File: src/rtl/sipo_framed.sv
// Serial-in/parallel-out deserialiser with qualified input bits, a word holding register and
// valid/ready output handshake. Define SIPO_PARITY_EN to append a trailing even-parity bit per frame.
module sipo_framed #(
    parameter int WIDTH     = 8,
    parameter bit LSB_FIRST = 1'b0
) (
    input  logic             clk,
    input  logic             reset,
    input  logic             sdi,
    input  logic             sdi_valid,
    input  logic             clear,
    output logic [WIDTH-1:0] q,
    output logic             q_valid,
    input  logic             q_ready,
    output logic             busy,
    output logic             overrun
`ifdef SIPO_PARITY_EN
    ,
    output logic             parity_err
`endif
);

`ifdef SIPO_PARITY_EN
    localparam int FRAME = WIDTH + 1;
`else
    localparam int FRAME = WIDTH;
`endif
    localparam int CW = $clog2(FRAME);
    localparam logic [CW-1:0] LAST = CW'(FRAME - 1);

    logic [WIDTH-1:0] sh_q, sh_d;
    logic [CW-1:0]    cnt_q, cnt_d;
    logic [WIDTH-1:0] q_q, q_d;
    logic             valid_q, valid_d;
    logic             ovr_q, ovr_d;
    logic             busy_q, busy_d;
    logic [WIDTH-1:0] shifted_s;
    logic             done_s;
`ifdef SIPO_PARITY_EN
    logic             perr_q, perr_d;

    function automatic logic parity_mismatch(input logic [WIDTH-1:0] data, input logic pbit);
        return (^data) ^ pbit;
    endfunction
`endif

    // Next-state logic: bit assembly, word completion, handshake and overrun tracking
    always_comb begin
        sh_d    = sh_q;
        cnt_d   = cnt_q;
        q_d     = q_q;
        valid_d = valid_q;
        ovr_d   = ovr_q;
`ifdef SIPO_PARITY_EN
        perr_d  = perr_q;
`endif
        shifted_s = LSB_FIRST ? {sdi, sh_q[WIDTH-1:1]} : {sh_q[WIDTH-2:0], sdi};
        done_s    = sdi_valid && (cnt_q == LAST);
        if (clear) begin
            sh_d    = '0;
            cnt_d   = '0;
            valid_d = 1'b0;
            ovr_d   = 1'b0;
`ifdef SIPO_PARITY_EN
            perr_d  = 1'b0;
`endif
        end else begin
            if (sdi_valid) begin
                if (done_s) begin
                    cnt_d = '0;
                end else begin
                    cnt_d = cnt_q + CW'(1);
                end
`ifdef SIPO_PARITY_EN
                // The trailing parity bit is checked but never enters the shift register
                if (done_s) begin
                    sh_d = sh_q;
                end else begin
                    sh_d = shifted_s;
                end
`else
                sh_d = shifted_s;
`endif
            end else begin
                sh_d  = sh_q;
                cnt_d = cnt_q;
            end
            if (done_s) begin
`ifdef SIPO_PARITY_EN
                q_d    = sh_q;
                perr_d = parity_mismatch(sh_q, sdi);
`else
                q_d    = shifted_s;
`endif
                valid_d = 1'b1;
                if (valid_q && !q_ready) begin
                    ovr_d = 1'b1;
                end else begin
                    ovr_d = ovr_q;
                end
            end else if (valid_q && q_ready) begin
                valid_d = 1'b0;
            end else begin
                valid_d = valid_q;
            end
        end
        busy_d = (cnt_d != '0);
    end

    // State registers with asynchronous reset
    always_ff @(posedge clk or posedge reset) begin
        if (reset) begin
            sh_q    <= '0;
            cnt_q   <= '0;
            q_q     <= '0;
            valid_q <= 1'b0;
            ovr_q   <= 1'b0;
            busy_q  <= 1'b0;
`ifdef SIPO_PARITY_EN
            perr_q  <= 1'b0;
`endif
        end else begin
            sh_q    <= sh_d;
            cnt_q   <= cnt_d;
            q_q     <= q_d;
            valid_q <= valid_d;
            ovr_q   <= ovr_d;
            busy_q  <= busy_d;
`ifdef SIPO_PARITY_EN
            perr_q  <= perr_d;
`endif
        end
    end

    assign q       = q_q;
    assign q_valid = valid_q;
    assign overrun = ovr_q;
    assign busy    = busy_q;
`ifdef SIPO_PARITY_EN
    assign parity_err = perr_q;
`endif

endmodule

File: config.mk
export PLATFORM = sky130hd
export DESIGN_NAME = sipo_framed
export DESIGN_NICKNAME = d
export VERILOG_FILES = /design/src/rtl/sipo_framed.sv
export SDC_FILE = /design/constraint.sdc
export NUM_CORES = 1
export LEC_CHECK = 0
export BUFFER_PORTS_ARGS = -buffer_cell sky130_fd_sc_hd__buf_2
export CORE_MARGIN = 8
export CORE_UTILIZATION = 56
export DETAILED_ROUTE_END_ITERATION = 7
export MAX_ROUTING_LAYER = met4
export PLACE_DENSITY = 0.8
export SLEW_MARGIN = 40
export SYNTH_ARGS = -nofsm -noshare
export SYNTH_HDL_FRONTEND = slang
export SYNTH_SLANG_ARGS = --single-unit
export TNS_END_PERCENT = 30
File: constraint.sdc
create_clock -name clk -period 3 [get_ports clk]
set_input_delay 0.9 -clock clk [delete_from_list [all_inputs] [get_ports clk]]
set_output_delay 0.9 -clock clk [all_outputs]
set_load 0.02 [all_outputs]
Word-level counts from Yosys, hierarchy flattened
Index checks and enable logic that the tools add are counted.
{"block": "totals", "register_bits": 21, "input_bits": 6, "out_inout_bits": 11, "wordCells": 31}
{"block": "classes", "muxes": 11, "n_eq_ne": 1, "n_reduce_logical": 11, "n_bitwise": 1, "n_addsub": 1}
{"op": "7-bit two-way mux", "n": 2}
{"op": "3-bit two-way mux", "n": 3}
{"op": "1-bit two-way mux", "n": 6}
{"op": "2-bit nonzero test", "n": 3}
{"op": "3-bit nonzero test", "n": 2}
{"op": "2-bit AND reduction", "n": 2}
{"op": "3-bit by 1-bit adder with 3-bit output (second input constant)", "n": 1}
{"op": "3-bit equality test (second input constant)", "n": 1}
{"op": "1-bit logical AND", "n": 3}
{"op": "1-bit zero test", "n": 1}
{"op": "1-bit inverter", "n": 1}

Depth between registers and ports, before layout
Gate-level depths: netlist (run 1).
{"block": "logic_depth", "ltp_word": 6, "ltp_mapped": 5, "ltp_nobuf": 5}

Worst setup path after synthesis (run 1)
No wires, ideal clock.
{"block": "synth_path", "kind": "input to register", "startpoint": "in sdi_valid", "endpoint": "reg q_q[0] (netlist: q[0])", "n_path_buf": 2, "setup_time_ns": 0.125, "required_ns": 2.875, "arrival_time_ns": 1.539, "path_stages": 4, "path_slack_ns": 1.336, "cell_sequence": "buf_6 > nand3b_4 > buf_6 > mux2_4"}
{"block": "synth_between", "elab_chain_cells": 2}
{"element": "start, declared", "line_no": "10", "text": "input logic sdi_valid,"}
{"element": "1-bit logical AND", "line_no": "58", "text": "done_s = sdi_valid && (cnt_q == LAST);"}
{"element": "2-bit AND reduction (no line)"}
{"element": "end signal, assigned", "line_no": "125", "text": "q_q <= q_d;"}
{"element": "end, declared", "line_no": "33", "text": "logic [WIDTH-1:0] q_q, q_d;"}
No other way between the ends.
A chain may end at the register's enable or synchronous reset.

Worst setup path in the final report (run 1)
{"block": "layout_path", "startpoint": "reg q_q[0] (netlist: q[0])", "endpoint": "out q[0]"}
{"element": "end, declared", "line_no": "12", "text": "output logic [WIDTH-1:0] q,"}
No word-level cell between the ends.

==> results of run 1 <==
## cell type report
type                       instances  area share
sequential                        21      0.5243
multi-input combinational         38      0.3421
timing repair buffer              16     0.07990
clock buffer                       4     0.02622
tap                               16     0.01998
inverter                           2    0.007491
## power breakdown
group	switching, mW	internal (mW)	total (mW)
Clock	0.0775	0.0517	0.129
Combinational	0.0183	0.0114	0.0297
Sequential	0.00302	0.288	0.291
## worst paths after layout
check / start / end / slack (ns) / cells past startpoint
min in group asynchronous: reset / q[1] / 0.58 / 2
max in group asynchronous: reset / sh_q[6] / 2.12 / 2
setup / recovery: q[0] / q[0] / 1.24 / 1
hold / removal: q[6] / q[6] / 0.52 / 1
hold reg to reg: q[6] / q[6] / 0.52 / 1
setup reg to reg: cnt_q[0] / busy / 1.43 / 5
## cell families after synthesis
group / count (synthesis) / synth area share
flops: 21 / 0.5817
buf+inv: 5 / 0.03878
compound gates: 5 / 0.02908
mux: 15 / 0.2105
simple gates: 16 / 0.1122
fa+ha+maj: 2 / 0.02770
## cells in the final DEF (no fill, tap or decap)
master and count:
dfrtp_1 21, buf_2 16, mux2_4 8, mux2i_1 7, nor2_1 7, nand2b_1 4
a21oi_1 3, clkbuf_4 3, nand3b_1 2, ha_1 2, nand3b_4 1, inv_1 1
o22ai_1 1, or3b_1 1, or3_1 1, inv_2 1, o21ai_0 1, clkbuf_1 1
## registers in the layout, summed over array words and instances (netlist names)
signal and flops:
q 8, sh_q 7, cnt_q 3, busy 1
overrun 1, q_valid 1
## metrics by stage
step / hold WS [ns] / util
6_report: 0.5189 / 0.6653
5_1_grt: 0.5349 / 0.6653
4_1_cts: 0.5227 / 0.6653
3_5_place_dp: 0.4940 / 0.6478
3_3_place_gp: 0.4931 / 0.6478
2_1_floorplan: 0.4812 / -
## per-layer routing
metal,up-vias,global-route usage
li1,250,-
met1,258,0.1217
met2,12,0.1632
met3,2,0.04338
met4,0,0.03093
met5,-,-
## worst register-to-register path, stage by stage, from the launching register on
cell     delay, ns
dfrtp_1       0.41
ha_1          0.20
ha_1          0.24
or3b_1        0.39
a21oi_1       0.16
or3_1         0.13
==> flow_metrics.env, run 1 <==
export IMPL_wl_per_cell_microns=15.10
export IMPL_antenna_found_initial=0
export IMPL_critPathTopFamily="flip-flops"
export IMPL_place_inst=93
export IMPL_fin_crit_ns=1.760
export IMPL_gp_congestion=0.6992
export IMPL_postCtsHoldBufs=0
export IMPL_setup_viol=0
export IMPL_tightest_slew_ns=0.4236
export IMPL_areaGrowthSynthToFinish_pct=10.94
export IMPL_rsz0062_at_grt="no"
export IMPL_highest_layer="met4"
export IMPL_endpoint_kind="primary output"
export IMPL_grt_overflow=0
export IMPL_drt_pass1_iter_count=4
export IMPL_cts_num_sinks=21
export IMPL_synth_seq_cells=21
export IMPL_portBuffers=16
export IMPL_numCtsBuffers=3
export IMPL_area_sequential_sq_um=525.5
export IMPL_cts_tree="yes"
export IMPL_ys_types=16
export IMPL_status="finished, final reports clean"
export IMPL_dieHeight_microns=56.17
export IMPL_diodes=0
export IMPL_cp_arrival_ns=0.86
export IMPL_dp_worst_setup_slack_ns=1.078
export IMPL_htreeDepth=1
export IMPL_met2WireLength_microns=707
export IMPL_finClkSkew_ns=0.005523
export IMPL_hold_viol=0
export IMPL_critical_path_buf_inv_count=1
export IMPL_ys_flop_type="dfrtp_1"
export IMPL_critPathLaunchType="flop"
export IMPL_crit_type="flop to primary output"
export IMPL_wl_met1_microns=647
export IMPL_final_max_slew_viol_count=0
export IMPL_synth_edff_count=0
export IMPL_grt_pass1_vias=555
export IMPL_postCtsResizedCells=0
export IMPL_drt_initial_drc_count=4
export IMPL_min_path_type="flop to flop"
export IMPL_period_share=0.5868
export IMPL_fin_ws_ns=1.240
export IMPL_grt_max_degree=22
export IMPL_required_ns=2.10
export IMPL_avgSynthCellArea_sq_um=14.12
export IMPL_multi_input_area_sq_um=342.8
export IMPL_cp_slowest_cell="dfrtp_1"
export IMPL_yosysTopAreaCell="dfrtp_1"
export IMPL_via_count=522
export IMPL_io_pins=17
export IMPL_synth_seq_area_share=0.5817
export IMPL_fillers=127
export IMPL_synth_area_sq_um=903.4
export IMPL_place_area_sq_um=975.9
export IMPL_core_area_sq_um=1506
export IMPL_async_reset_ff_frac=1.000
export IMPL_routed_wl_microns=1465
export IMPL_start_util=0.5997
export IMPL_dpl_hpwl_microns=1097
export IMPL_synth_most_common_cell="dfrtp_1"
export IMPL_cts_setup_buffers=0
export IMPL_fp_row_count=14
export IMPL_ys_top_cells_by_count="dfrtp_1 (21), mux2_4 (8), mux2i_1 (7), nor2_1 (7), nand2b_1 (4)"
export IMPL_num_nets_final=90
export IMPL_fin_setup_tns_ns=0
export IMPL_grt_pass1_wl_microns=2670
export IMPL_synth_nets=72
export IMPL_cap_violations=0
export IMPL_drive_above_1_share=0.3580
export IMPL_synth_top_area_frac=0.5817
export IMPL_cp_slowest_stage_delay_ns=0.40
export IMPL_power_total_mw=0.4499
export IMPL_peakVddDrop_v=0.0002854
export IMPL_via_per_inst=5.381
export IMPL_clk_pin_slew_ns=0.11
export IMPL_fmax_ghz=0.5680
export IMPL_synth_area_leaders="dfrtp_1 (58%), mux2_4 (13%), mux2i_1 (7.8%), nor2_1 (2.9%), ha_1 (2.8%)"
export IMPL_synthCells=64
export IMPL_final_area_sq_um=1002
export IMPL_track_usage=0.1053
export IMPL_slew_limit_headroom=0.7172
export IMPL_clkLatencyLatePin_ns=0.29
export IMPL_crit_chain="buf_2"
export IMPL_cts_buffer_depth=2
export IMPL_drtAntennaViolNets=0
export IMPL_yosysWarnings=0
export IMPL_die_area_sq_um=3155
export IMPL_powerDensity_nw_per_um2=448.9
export IMPL_route_met3_wl_microns=101
export IMPL_layout_cells_non_filler=97
export IMPL_drc=0
export IMPL_path_max_fanout=2
export IMPL_die_w_microns=56.17
export IMPL_root_buffer="clkbuf_4"
export IMPL_total_leakage_power_nw=0.5820
(Power assumes the default switching activity.)
==> run 2: changes to the inputs <==
--- a/config.mk
+++ b/config.mk
@@ -7,10 +7,10 @@
 export LEC_CHECK = 0
 export BUFFER_PORTS_ARGS = -buffer_cell sky130_fd_sc_hd__buf_2
 export CORE_MARGIN = 8
-export CORE_UTILIZATION = 56
+export CORE_UTILIZATION = 47
 export DETAILED_ROUTE_END_ITERATION = 7
 export MAX_ROUTING_LAYER = met4
-export PLACE_DENSITY = 0.8
+export PLACE_DENSITY = 0.72
 export SLEW_MARGIN = 40
 export SYNTH_ARGS = -nofsm -noshare
 export SYNTH_HDL_FRONTEND = slang
==> constraint.sdc (replaced) <==
create_clock -name clk -period 1.54 [get_ports clk]
set_input_delay 0.462 -clock clk [delete_from_list [all_inputs] [get_ports clk]]
set_output_delay 0.462 -clock clk [all_outputs]
set_load 0.02 [all_outputs]
==> flow_metrics.env, run 2 (synthesized netlist as in run 1, its figures left out) <==
export IMPL_peakVddDrop_v=0.0006210
export IMPL_antenna_found_initial=0
export IMPL_crit_type="flop to flop"
export IMPL_cts_tree="yes"
export IMPL_fp_row_count=16
export IMPL_endpoint_kind="flop"
export IMPL_gp_congestion=0.6252
export IMPL_power_total_mw=0.8919
export IMPL_root_buffer="clkbuf_4"
export IMPL_core_area_sq_um=1882
export IMPL_drtAntennaViolNets=0
export IMPL_area_sequential_sq_um=525.5
export IMPL_multi_input_area_sq_um=364.1
export IMPL_htreeDepth=1
export IMPL_dieHeight_microns=59.84
export IMPL_min_path_type="input pin to asynchronous set/reset pin"
export IMPL_cp_slowest_cell="dfrtp_1"
export IMPL_grt_max_degree=14
export IMPL_tightest_slew_ns=0.3328
export IMPL_slew_limit_headroom=0.7779
export IMPL_grt_pass1_wl_microns=2518
export IMPL_cp_slowest_stage_delay_ns=0.43
export IMPL_drc=0
export IMPL_fin_ws_ns=0.04174
export IMPL_largest_reg_flops=8
export IMPL_layout_commonest_cell="dfrtp_1"
export IMPL_total_leakage_power_nw=0.6003
export IMPL_period_share=0.9729
export IMPL_finClkSkew_ns=0.003563
export IMPL_final_core_util=0.5678
export IMPL_final_max_slew_viol_count=0
export IMPL_fin_setup_tns_ns=0
export IMPL_cp_arrival_ns=1.74
export IMPL_fin_crit_ns=1.498
export IMPL_cap_violations=0
export IMPL_numCtsBuffers=3
export IMPL_clk_pin_slew_ns=0.11
export IMPL_required_ns=1.78
export IMPL_clkLatencyLatePin_ns=0.29
export IMPL_die_w_microns=59.84
export IMPL_critPathLaunchType="flop"
export IMPL_status="finished, final reports clean"
export IMPL_track_usage=0.09730
export IMPL_grt_overflow=0
export IMPL_dp_worst_setup_slack_ns=-0.01100
export IMPL_drt_initial_drc_count=6
export IMPL_wl_per_cell_microns=13.29
export IMPL_fmax_ghz=0.6674
export IMPL_routed_wl_microns=1488
export IMPL_fillers=180
export IMPL_setup_viol=0
export IMPL_cts_num_sinks=21
export IMPL_io_pins=17
export IMPL_dpl_hpwl_microns=1053
export IMPL_final_cell_mix="dfrtp_1 (21), buf_2 (16), mux2_4 (8), mux2i_1 (7), nor2_1 (7)"
export IMPL_drive_above_1_share=0.4353
export IMPL_crit_chain="ha_2, ha_4, or3b_4, a21oi_2, or3_1"
export IMPL_die_area_sq_um=3581
export IMPL_drt_pass1_iter_count=3
export IMPL_via_per_inst=4.857
export IMPL_r2r_cells=5
export IMPL_portBuffers=16
export IMPL_start_util=0.4801
export IMPL_hold_viol=0
export IMPL_path_max_fanout=4
export IMPL_diodes=0
export IMPL_holdWs_ns=0.09535
export IMPL_cts_buffer_depth=2
export IMPL_powerDensity_nw_per_um2=834.7
export IMPL_areaGrowthSynthToFinish_pct=18.28
export IMPL_grt_pass1_vias=542
export IMPL_num_nets_final=94
export IMPL_via_count=544
-- run 2: cell types whose count changed in the layout (fill, tap and decap cells not counted) --
cell      change
a21oi_1       -1
clkinv_2      +1
clkbuf_1      -1
a21oi_2       +1
buf_4         +4
inv_1         +1
ha_2          +1
or3b_4        +1
inv_2         -1
ha_1          -2
or3b_1        -1
ha_4          +1
-- run 2: power by group --
part / leakage [nW] / internal (mW) / switching, mW
Sequential: 0.290 / 0.561 / 0.00642
Clock: 0.0177 / 0.0966 / 0.157
Combinational: 0.293 / 0.0319 / 0.0385
-- run 2: what timing repair did --
action / CTS / global route
cloned: 0 / 0
buffers inserted: 0 / 1
endpoints found under the hold margin: 0 / 0
hold buffers: 0 / 0
gates resized for setup: 2 / 3
pin swaps: 0 / 3
endpoints found under the setup margin: 1 / 1
-- run 2: layer usage --
layer,share of wire,GRT usage,vias up
li1,-,-,263
met1,0.48,0.1205,270
met2,0.46,0.1323,9
met3,0.047,0.03226,2
met4,0.011,0.06122,0
met5,0,-,-
-- run 2: final timing paths --
check                      startpoint  endpoint  slack, ns
max in group asynchronous       reset      q[7]       0.96
max                          cnt_q[0]      busy       0.04
min reg2reg                      q[2]      q[2]       0.52
min                             reset      q[2]        0.1
max reg2reg                  cnt_q[0]      busy       0.04
min in group clk                  sdi      q[0]       0.41
-- run 2: critical path, delay by kind of cell (launching register included) --
family,cells,cell delay (ns)
adder cells (fa/ha/maj),2,0.37
AO/OA/AOI/OAI,1,0.15
AND/OR/NAND/NOR,2,0.50
flip-flops,1,0.43
-- run 2: through the flow --
stage | instance area, sq um | cells
final | 1069 | 112
after global routing | 1069 | 112
after CTS | 1046 | 111
after detailed placement | 1012 | 107
after global placement | 1012 | 107
after floorplan | 903.4 | 64
-- run 2: final cells by class --
cell class / count / share of cell area
tap: 27 / 0.03162
clock inverter: 1 / 0.004684
multi-input combinational: 38 / 0.3408
inverter: 2 / 0.007026
clock buffer: 3 / 0.02108
sequential: 21 / 0.4918
timing repair buffer: 20 / 0.1030
==> run 3: changes to the inputs <==
--- a/config.mk
+++ b/config.mk
@@ -7,10 +7,10 @@
 export LEC_CHECK = 0
 export BUFFER_PORTS_ARGS = -buffer_cell sky130_fd_sc_hd__buf_2
 export CORE_MARGIN = 8
-export CORE_UTILIZATION = 47
+export CORE_UTILIZATION = 52
 export DETAILED_ROUTE_END_ITERATION = 7
 export MAX_ROUTING_LAYER = met4
-export PLACE_DENSITY = 0.72
+export PLACE_DENSITY = 0.76
 export SLEW_MARGIN = 40
 export SYNTH_ARGS = -nofsm -noshare
 export SYNTH_HDL_FRONTEND = slang
==> constraint.sdc (replaced) <==
create_clock -name clk -period 1.55 [get_ports clk]
set_input_delay 0.465 -clock clk [delete_from_list [all_inputs] [get_ports clk]]
set_output_delay 0.465 -clock clk [all_outputs]
set_load 0.02 [all_outputs]
==> flow_metrics.env, run 3 (synthesized netlist as in run 1, its figures left out) <==
export IMPL_grt_pass1_vias=548
export IMPL_min_path_type="input pin to asynchronous set/reset pin"
export IMPL_clk_pin_slew_ns=0.11
export IMPL_fp_row_count=15
export IMPL_postCtsHoldBufs=0
export IMPL_top_usage_layer="met2"
export IMPL_wl_per_cell_microns=16.06
export IMPL_via_count=571
export IMPL_root_buffer="clkbuf_4"
export IMPL_r2r_start="cnt_q[0]"
export IMPL_dpl_hpwl_microns=1086
export IMPL_final_area_sq_um=1055
export IMPL_finClkSkew_ns=0.003788
export IMPL_pwr_share_clk=0.298
export IMPL_htreeDepth=1
export IMPL_cts_tree="yes"
export IMPL_drc=0
export IMPL_dieHeight_microns=57.68
export IMPL_hold_viol=0
export IMPL_place_area_sq_um=999.7
export IMPL_gp_congestion=0.7755
export IMPL_total_leakage_power_nw=0.5973
export IMPL_peakVddDrop_v=0.0004155
export IMPL_fin_setup_tns_ns=0
export IMPL_num_nets_final=94
export IMPL_setup_viol=0
export IMPL_status="finished, final reports clean"
export IMPL_grt_max_degree=22
export IMPL_io_pins=17
export IMPL_pwr_share_comb=0.080
export IMPL_cts_num_sinks=21
export IMPL_fin_crit_ns=1.492
export IMPL_cap_violations=0
export IMPL_period_share=0.9627
export IMPL_grt_overflow=0
export IMPL_switchingPower_mw=0.2157
export IMPL_final_max_slew_viol_count=0
export IMPL_path_max_fanout=4
export IMPL_cp_slowest_stage_delay_ns=0.41
export IMPL_numCtsBuffers=3
export IMPL_layout_commonest_cell="dfrtp_1"
export IMPL_cts_buffer_depth=2
export IMPL_core_area_sq_um=1689
export IMPL_final_cell_mix="dfrtp_1 (21), buf_2 (16), mux2_4 (8), mux2i_1 (7), nor2_1 (7)"
export IMPL_critical_path_buf_inv_count=0
export IMPL_drt_pass1_iter_count=4
export IMPL_p_int_mw=0.6903
export IMPL_critPathTopFamily="simple AND/OR/NAND/NOR gates"
export IMPL_start_util=0.5348
export IMPL_cp_arrival_ns=1.76
export IMPL_grt_pass1_wl_microns=2773
export IMPL_areaGrowthSynthToFinish_pct=16.76
export IMPL_clkLatencyLatePin_ns=0.31
export IMPL_cp_slowest_cell="dfrtp_1"
export IMPL_critPathLaunchType="flop"
export IMPL_drt_initial_drc_count=9
export IMPL_drive_above_1_share=0.4235
export IMPL_antenna_found_initial=0
export IMPL_fmax_ghz=0.6701
export IMPL_diodes=0
export IMPL_die_w_microns=57.68
export IMPL_portBuffers=16
export IMPL_crit_type="flop to flop"
export IMPL_required_ns=1.82
export IMPL_die_area_sq_um=3327
export IMPL_use_met1=0.1305
export IMPL_crit_start="cnt_q[0]"
export IMPL_endpoint_kind="flop"
export IMPL_via_per_inst=5.598
export IMPL_tightest_slew_ns=0.2599
export IMPL_use_met3=0.03532
export IMPL_routed_wl_microns=1638
export IMPL_powerDensity_nw_per_um2=859.0
export IMPL_drtAntennaViolNets=0
export IMPL_crit_chain="ha_2, ha_4, or3b_4, a21oi_2, or3_1"
export IMPL_rsz0062_at_grt="no"
export IMPL_largest_reg_flops=8
export IMPL_gr_usage_met2=0.1672
export IMPL_switching_share=0.2380
export IMPL_slew_limit_headroom=0.8268
export IMPL_track_usage=0.1146
export IMPL_seqPwrFrac=0.622
[run 3: cell count changes in the layout (fill, tap and decap cells not counted), sizes merged]
cell and delta:
clkbuf +1, clkinv -1
[run 3: per-stage QoR]
step                      setup slack [ns]    util  instances  power [mW]  hold slack [ns]
after floorplan                    0.08528       -         64      0.6165           0.4415
after global placement             0.05390  0.5919         97      0.6372           0.4878
after detailed placement          -0.02356  0.5919         97      0.6400           0.4900
after CTS                         0.004316  0.6170        102      0.9109           0.1613
after global routing              0.008340  0.6244        102      0.9469           0.1681
final                              0.05775  0.6244        102      0.9060           0.1549
[run 3: worst register-to-register path, stage by stage, from the launching register on]
cell and delay [ns]:
dfrtp_1 0.41, ha_2 0.21, ha_4 0.18, or3b_4 0.41
a21oi_2 0.13, or3_1 0.11
[run 3: final cells by class]
type | instances | area (sq um)
timing repair buffer | 20 | 110.1
sequential | 21 | 525.5
tap | 17 | 21.27
fill | 132 | 634.4
multi-input combinational | 38 | 364.1
clock buffer | 4 | 26.28
inverter | 2 | 7.507
[run 3: per-layer routing]
metal	vias up	part of all wire
met3	5	0.052
met5	-	0
li1	259	-
met2	12	0.49
met1	295	0.43
met4	0	0.028
[run 3: path summary, 6_finish.rpt]
kind / endpoint / slack, ns / cells past startpoint
max reg2reg: busy / 0.06 / 5
max in group asynchronous: overrun / 1.18 / 3
min reg2reg: q[1] / 0.52 / 1
min: sh_q[6] / 0.15 / 3
max: busy / 0.06 / 5
min in group clk: q[0] / 0.40 / 2
[run 3: what timing repair did]
action / CTS / global route
gates resized for setup: 3 / 2
endpoints found under the setup margin: 2 / 1
buffers inserted: 1 / 0
cloned: 0 / 0
[run 3: power by group through the flow]
stage	sequential (mW)	clock, mW	combinational, mW
after floorplan	0.577	0	0.0394
after global placement	0.574	0	0.0634
after detailed placement	0.574	0	0.0658
after CTS	0.563	0.274	0.0731
after global routing	0.565	0.301	0.0807
final	0.564	0.270	0.0728
